$ cat src/rtl/rfft_host_ctrl.sv
// Host loader/unloader for the rfft core: serial stream -> 4-lane RAM writes, run, 4-lane reads -> serial stream.
// Latency: lane-3 beat accepted at t -> fft_write at t+1; first output beat RD_LAT+1 cycles after UNLOAD entry.
// Backpressure: s_ready low outside LOAD; m_valid/m_data hold until m_ready; reads throttled by a 2-entry word buffer.
//
// Ports:
//   Clk, Reset               single clock, synchronous active-high reset
//   s_data/s_valid/s_ready   input sample stream (lane-interleaved, addr-major)
//   m_data/m_valid/m_ready   output sample stream, m_last on the final beat of a frame
//   fft_din0..3, fft_addr,
//   fft_input, fft_write     rfft RAM port driven by the host
//   fft_done, fft_dout0..3   rfft completion flag and RAM read data
//   busy                     high while the core runs or the frame is being unloaded
//   run_cycles               RUN-phase cycle count, present only with RFFT_HOST_CYCCNT_EN defined
//
// Optional feature macro: RFFT_HOST_CYCCNT_EN
module rfft_host_ctrl #(
   parameter int WIDTH  = 32,
   parameter int DEPTH  = 64,
   parameter int RD_LAT = 1
) (
   input  logic                     Clk,
   input  logic                     Reset,
   input  logic [WIDTH-1:0]         s_data,
   input  logic                     s_valid,
   output logic                     s_ready,
   output logic [WIDTH-1:0]         m_data,
   output logic                     m_valid,
   input  logic                     m_ready,
   output logic                     m_last,
   output logic [WIDTH-1:0]         fft_din0,
   output logic [WIDTH-1:0]         fft_din1,
   output logic [WIDTH-1:0]         fft_din2,
   output logic [WIDTH-1:0]         fft_din3,
   output logic [$clog2(DEPTH)-1:0] fft_addr,
   output logic                     fft_input,
   output logic                     fft_write,
   input  logic                     fft_done,
   input  logic [WIDTH-1:0]         fft_dout0,
   input  logic [WIDTH-1:0]         fft_dout1,
   input  logic [WIDTH-1:0]         fft_dout2,
   input  logic [WIDTH-1:0]         fft_dout3,
   output logic                     busy
`ifdef RFFT_HOST_CYCCNT_EN
   ,
   output logic [15:0]              run_cycles
`endif
);

   localparam int AW = $clog2(DEPTH);
   localparam int BW = AW + 2;

   typedef enum logic [1:0] {
      ST_LOAD   = 2'd0,
      ST_RUN    = 2'd1,
      ST_UNLOAD = 2'd2
   } state_t;

   state_t            r_state;
   state_t            w_state_nxt;

   // Shared beat counter: input beats in LOAD, output beats in UNLOAD.
   logic [BW-1:0]     r_beat;
   logic [WIDTH-1:0]  r_lane [0:3];
   logic              r_wr_pend;
   logic [AW-1:0]     r_wr_addr;
   logic              r_load_done;
   logic              r_run_first;

   logic [AW-1:0]     r_rd_addr;
   logic              r_rd_all;
   logic [RD_LAT-1:0] r_rd_vld;
   logic [WIDTH-1:0]  r_buf [0:1][0:3];
   logic              r_wp;
   logic              r_rp;
   logic [1:0]        r_cnt;

   logic              w_s_fire;
   logic              w_m_fire;
   logic              w_pop;
   logic              w_push;
   logic              w_issue;
   logic              w_beat_max;
   logic [7:0]        w_inflight;
   logic [7:0]        w_used;

   assign w_beat_max = (r_beat == {BW{1'b1}});
   assign w_s_fire   = s_valid & s_ready;
   assign w_m_fire   = m_valid & m_ready;
   // A buffer entry is released when its lane-3 beat is accepted.
   assign w_pop      = w_m_fire & (r_beat[1:0] == 2'd3);
   assign w_push     = r_rd_vld[RD_LAT-1];

   // Reads in flight reserve a buffer entry, so the buffer can never overflow.
   always_comb begin
      w_inflight = 8'd0;
      for (int i = 0; i < RD_LAT; i++) begin
         w_inflight = w_inflight + {7'd0, r_rd_vld[i]};
      end
      w_used  = {6'd0, r_cnt} + w_inflight;
      w_issue = (r_state == ST_UNLOAD) && !r_rd_all &&
                ((w_used - {7'd0, w_pop}) < 8'd2);
   end

   // Outputs
   assign s_ready   = (r_state == ST_LOAD) && !r_load_done;
   assign m_valid   = (r_state == ST_UNLOAD) && (r_cnt != 2'd0);
   assign m_data    = r_buf[r_rp][r_beat[1:0]];
   assign m_last    = m_valid && w_beat_max;
   assign fft_input = (r_state != ST_RUN);
   assign fft_write = r_wr_pend;
   assign fft_addr  = (r_state == ST_UNLOAD) ? r_rd_addr : r_wr_addr;
   assign fft_din0  = r_lane[0];
   assign fft_din1  = r_lane[1];
   assign fft_din2  = r_lane[2];
   assign fft_din3  = r_lane[3];
   assign busy      = (r_state != ST_LOAD);

   // Next-state logic
   always_comb begin
      w_state_nxt = r_state;
      case (r_state)
         // r_load_done is set the cycle the final write is presented, so the
         // core only sees Input drop after that write has landed.
         ST_LOAD:   if (r_load_done) w_state_nxt = ST_RUN;
         // The core's done flag is stale in the first RUN cycle.
         ST_RUN:    if (!r_run_first && fft_done) w_state_nxt = ST_UNLOAD;
         ST_UNLOAD: if (w_m_fire && w_beat_max) w_state_nxt = ST_LOAD;
         default:   w_state_nxt = ST_LOAD;
      endcase
   end

   // State and datapath registers
   always_ff @(posedge Clk) begin
      if (Reset) begin
         r_state     <= ST_LOAD;
         r_beat      <= '0;
         r_wr_pend   <= 1'b0;
         r_wr_addr   <= '0;
         r_load_done <= 1'b0;
         r_run_first <= 1'b0;
         r_rd_addr   <= '0;
         r_rd_all    <= 1'b0;
         r_rd_vld    <= '0;
         r_wp        <= 1'b0;
         r_rp        <= 1'b0;
         r_cnt       <= 2'd0;
         for (int l = 0; l < 4; l++) begin
            r_lane[l]   <= '0;
            r_buf[0][l] <= '0;
            r_buf[1][l] <= '0;
         end
      end else begin
         r_state     <= w_state_nxt;
         r_wr_pend   <= 1'b0;
         r_rd_vld[0] <= w_issue;
         for (int i = 1; i < RD_LAT; i++) begin
            r_rd_vld[i] <= r_rd_vld[i-1];
         end

         case (r_state)
            ST_LOAD: begin
               if (w_s_fire) begin
                  r_lane[r_beat[1:0]] <= s_data;
                  if (r_beat[1:0] == 2'd3) begin
                     r_wr_pend <= 1'b1;
                     r_wr_addr <= r_beat[BW-1:2];
                  end
                  // Hold at the last beat; the counter restarts on the state change.
                  if (w_beat_max) begin
                     r_load_done <= 1'b1;
                  end else begin
                     r_beat <= r_beat + BW'(1);
                  end
               end
               if (r_load_done) begin
                  r_load_done <= 1'b0;
                  r_beat      <= '0;
                  r_run_first <= 1'b1;
               end
            end

            ST_RUN: begin
               r_run_first <= 1'b0;
               if (w_state_nxt == ST_UNLOAD) begin
                  r_beat    <= '0;
                  r_rd_addr <= '0;
                  r_rd_all  <= 1'b0;
                  r_wp      <= 1'b0;
                  r_rp      <= 1'b0;
                  r_cnt     <= 2'd0;
               end
            end

            ST_UNLOAD: begin
               if (w_issue) begin
                  if (r_rd_addr == AW'(DEPTH - 1)) begin
                     r_rd_all <= 1'b1;
                  end else begin
                     r_rd_addr <= r_rd_addr + AW'(1);
                  end
               end
               if (w_push) begin
                  r_buf[r_wp][0] <= fft_dout0;
                  r_buf[r_wp][1] <= fft_dout1;
                  r_buf[r_wp][2] <= fft_dout2;
                  r_buf[r_wp][3] <= fft_dout3;
                  r_wp           <= ~r_wp;
               end
               if (w_pop) begin
                  r_rp <= ~r_rp;
               end
               case ({w_push, w_pop})
                  2'b10:   r_cnt <= r_cnt + 2'd1;
                  2'b01:   r_cnt <= r_cnt - 2'd1;
                  default: r_cnt <= r_cnt;
               endcase
               if (w_m_fire) begin
                  r_beat <= r_beat + BW'(1);
               end
               if (w_state_nxt == ST_LOAD) begin
                  r_beat    <= '0;
                  r_rd_addr <= '0;
                  r_rd_all  <= 1'b0;
                  r_wp      <= 1'b0;
                  r_rp      <= 1'b0;
               end
            end

            default: begin
               r_beat <= '0;
            end
         endcase
      end
   end

`ifdef RFFT_HOST_CYCCNT_EN
   logic [15:0] r_run_cycles;

   always_ff @(posedge Clk) begin
      if (Reset) begin
         r_run_cycles <= 16'd0;
      end else if ((r_state == ST_LOAD) && (w_state_nxt == ST_RUN)) begin
         r_run_cycles <= 16'd0;
      end else if ((r_state == ST_RUN) && (r_run_cycles != 16'hFFFF)) begin
         r_run_cycles <= r_run_cycles + 16'd1;
      end
   end

   assign run_cycles = r_run_cycles;
`endif

endmodule

$ cat config.mk
export PLATFORM = sky130hd
export DESIGN_NAME = rfft_host_ctrl
export DESIGN_NICKNAME = d
export VERILOG_FILES = /design/src/rtl/rfft_host_ctrl.sv
export SDC_FILE = /design/constraint.sdc
export NUM_CORES = 1
export LEC_CHECK = 0
export ABC_CLOCK_PERIOD_IN_PS = 7200
export CORE_UTILIZATION = 30
export CTS_BUF_LIST = sky130_fd_sc_hd__clkbuf_4
export DETAILED_ROUTE_END_ITERATION = 6
export GPL_TIMING_DRIVEN = 0
export PLACE_DENSITY_LB_ADDON = 0.15
export SYNTH_ARGS = -nofsm -noshare
export SYNTH_HDL_FRONTEND = slang
export SYNTH_SLANG_ARGS = --single-unit
$ cat constraint.sdc
create_clock -name Clk -period 7.2 [get_ports Clk]
set_clock_uncertainty 0.05 [all_clocks]
set_input_delay 0.72 -clock Clk [delete_from_list [all_inputs] [get_ports Clk]]
set_output_delay 0.72 -clock Clk [all_outputs]
set_load 0.01 [all_outputs]
==> metrics <==
outcome completed; initial antenna violation count 13; initial core utilization a little under a third; Initial DRC Count about 490; Post-CTS Resized 0; Worst-path clk slew 0.06 ns; unrepaired setup endpoints after global routing no; top area cells in the synthesized netlist edfxtp_1, and2_1, mux4_2, dfxtp_1, mux2_2; final worst path period need between 5 and 6 ns; EDFF count, synth 384; # DRC 0; area leader, netlist edfxtp_1; area fraction of the dominant cell type after synthesis around 64%; Max FO, Critical Path 10; worst path bufs/invs 4; Syn Nets between 1000 and 1500; CP peak stage delay ~0.74 ns; Die Y ~250 um; critical path arrival approximately 4.3 ns; Remaining Overflow, GRT 0; R2R Path Start r_state[0]; CTS tree yes; Avg Inst Size Synth 15.34 um2; Top cell by count, worst path clkbuf_1; Final nets 1798; post-route ant nets 0; Worst Path Required ~6.4 ns; total track usage between 10% and 20%; H-tree levels 3; Synth Instances about 1200; Hold WS approximately 0.4 ns; cell family with most CP delay buffers and inverters; Total Wirelength 50.03 mm; Worst-Skew Late Latency between 0.8 and 0.9 ns; Worst slew margin 27.88%; max_cap viols 0; R2R cell count 10; Slew Limit Fails 0; part of the cycle the worst path needs 70.21%; slew at the pin closest to its max-slew limit 1.082 ns; critical path depth in cells 6; P_leak just under 9 nW; area grow syn2layout 33.58%; pwr dens roughly 230 nW/um2; CP max-delay cell clkbuf_1; fmax 197.8 MHz; sequential fraction of the synthesis area between 60% and 70%; # IOs 337; DRT Pass-1 Iters 4; synth unique cells 55; drt wl/cell roughly 20 um; HP Start r_wr_addr[3]; gp weighted congestion a little over 0.8; top_reg_cell synth edfxtp_1; ratio of cells with drive above 1 in the final layout between 10% and 20%; clk buf depth 3; Die Width about 250 um; Crit. Startpoint r_beat[0]; Final Hold Fails 0; flops & latches, synth about 420; Root Driver clkbuf_4; worst vdd ir around 100 uV; fraction of registers with async set/reset 0%; post-DP HPWL roughly 34 mm; endpoints failing setup 0; Rows between 80 and 90; crit path capture type output port; Mapped Area 17910 um2; core area a little under 60000 um2; vias per cell roughly 4.5; worst path cell trace clkbuf_1, clkbuf_1, clkbuf_1, mux4_2, mux2_2, clkdlybuf4s50_1; TritonCTS Sinks 416; worst hold path cell count 2; kind of critical path reg -> out; hold crit path type reg -> reg; IO buf count roughly 340; crit path launch type flop; Num CTS Buffers approximately 110; via count 11200; synth warn 0; setup TNS 0 ns; Setup Buffers After CTS 0; vias in the first global route approximately 12000; die area around 61000 um2; largest net degree at the start of global routing 54; first-pass GRT wire length roughly 73 mm; Post-CTS Hold Fix Bufs 0
-- stage by stage --
| stage | utilization (%) | total power [mW] | std cells | setup WS, ns | instance area (um2) |
|---|---|---|---|---|---|
| after floorplan | - | 2.973 | 1168 | 3.609 | 17910 |
| after global placement | 37.69 | 3.288 | 2277 | 1.152 | 22250 |
| after detailed placement | 37.99 | 3.295 | 2283 | 2.855 | 22420 |
| after CTS | 40.53 | 5.510 | 2487 | 1.840 | 23920 |
| after global routing | 40.53 | 5.649 | 2489 | 1.833 | 23920 |
| final | 40.55 | 5.412 | 2492 | 2.145 | 23930 |
-- cells in the final DEF, fill, tap and decap left out, drive strengths merged, types with 2 or more instances in the layout --
cell	netlist	routed
and2	386	386
edfxtp	384	384
clkdlybuf4s50	0	336
clkbuf	58	236
mux4	64	64
mux2	38	38
dfxtp	32	32
nand2	31	31
a21oi	25	25
clkinv	0	21
nor2	18	18
buf	12	18
inv	14	16
o21ai	14	14
nand3	10	10
or2	9	9
nand2b	6	6
ha	6	6
diode	0	5
or3	5	5
or4	5	5
and3	4	4
a211oi	4	4
a21o	3	3
xnor2	3	3
nor2b	3	3
nand4	3	3
o21ba	2	2
a21boi	2	2
o211ai	2	2
nor3	2	2
xor2	2	2
o21bai	2	2
bufinv	0	2
o31ai	2	2
a221oi	2	2
-- worst paths after layout --
path                   to  slack (ns)
min reg2reg  r_wr_addr[3]        0.41
max reg2reg  r_buf[1][50]        3.19
max            m_data[18]        2.15
min          r_wr_addr[3]        0.41
-- metal layers --
layer / part of all wire (%) / GRT usage [%] / wire length (um)
met1: 40 / 19.12 / 20180
met2: 50 / 28.26 / 24960
met3: 7.6 / 5.632 / 3794
met4: 1.9 / 5.556 / 946
met5: 0.29 / 0 / 144
-- power by group --
group | leakage (nW) | switching [mW] | internal (mW) | total [mW]
Clock | 0.898 | 0.998 | 1.18 | 2.18
Sequential | 4.23 | 0.0244 | 2.73 | 2.76
Combinational | 3.54 | 0.217 | 0.257 | 0.473
Total | 8.67 | 1.24 | 4.17 | 5.41
-- cells in the mapped netlist (4+ instances only) --
master	count
a21oi_1	22
and2_1	386
and3_1	4
buf_1	6
buf_2	4
clkbuf_1	58
dfxtp_1	32
edfxtp_1	384
ha_1	6
inv_1	14
mux2_2	38
mux4_2	64
nand2_1	31
nand2b_1	6
nand3_1	10
nor2_1	18
o21ai_0	13
or2_2	9
or3_1	5
or4_1	5
-- kinds of logic after synthesis --
logic type,after synthesis,synth area share (%)
XOR/XNOR,5,0.2445
multiplexers,103,10.49
adder cells (fa/ha/maj),7,0.5308
AND/OR/NAND/NOR,486,16.30
AO/OA/AOI/OAI,67,2.619
flip-flops,416,67.94
buffers and inverters,84,1.872
-- final cells by class --
| type | instances | area (um2) |
|---|---|---|
| Clock buffer | 178 | 1336 |
| Clock inverter | 26 | 158.9 |
| Fill cell | 5557 | 35090 |
| Antenna cell | 5 | 12.51 |
| Buffer | 70 | 282.8 |
| Multi-Input combinational cell | 668 | 5435 |
| Inverter | 14 | 52.55 |
| Tap cell | 773 | 967.2 |
| Timing Repair Buffer | 342 | 3513 |
| Sequential cell | 416 | 12170 |
-- tightest hold or removal path: stages (launching register included) --
cell and delay [ns]:
dfxtp_1 0.31, nand2_1 0.05, a21oi_1 0.05
-- registers in the layout, summed over array words and instances (netlist names), 2 cells and up, named ones only --
name and count:
r_buf 256, r_cnt 2, r_lane 128, r_beat 8
r_state 2, r_rd_addr 6, r_wr_addr 6
No activity file was read; power rests on OpenSTA's default activity.
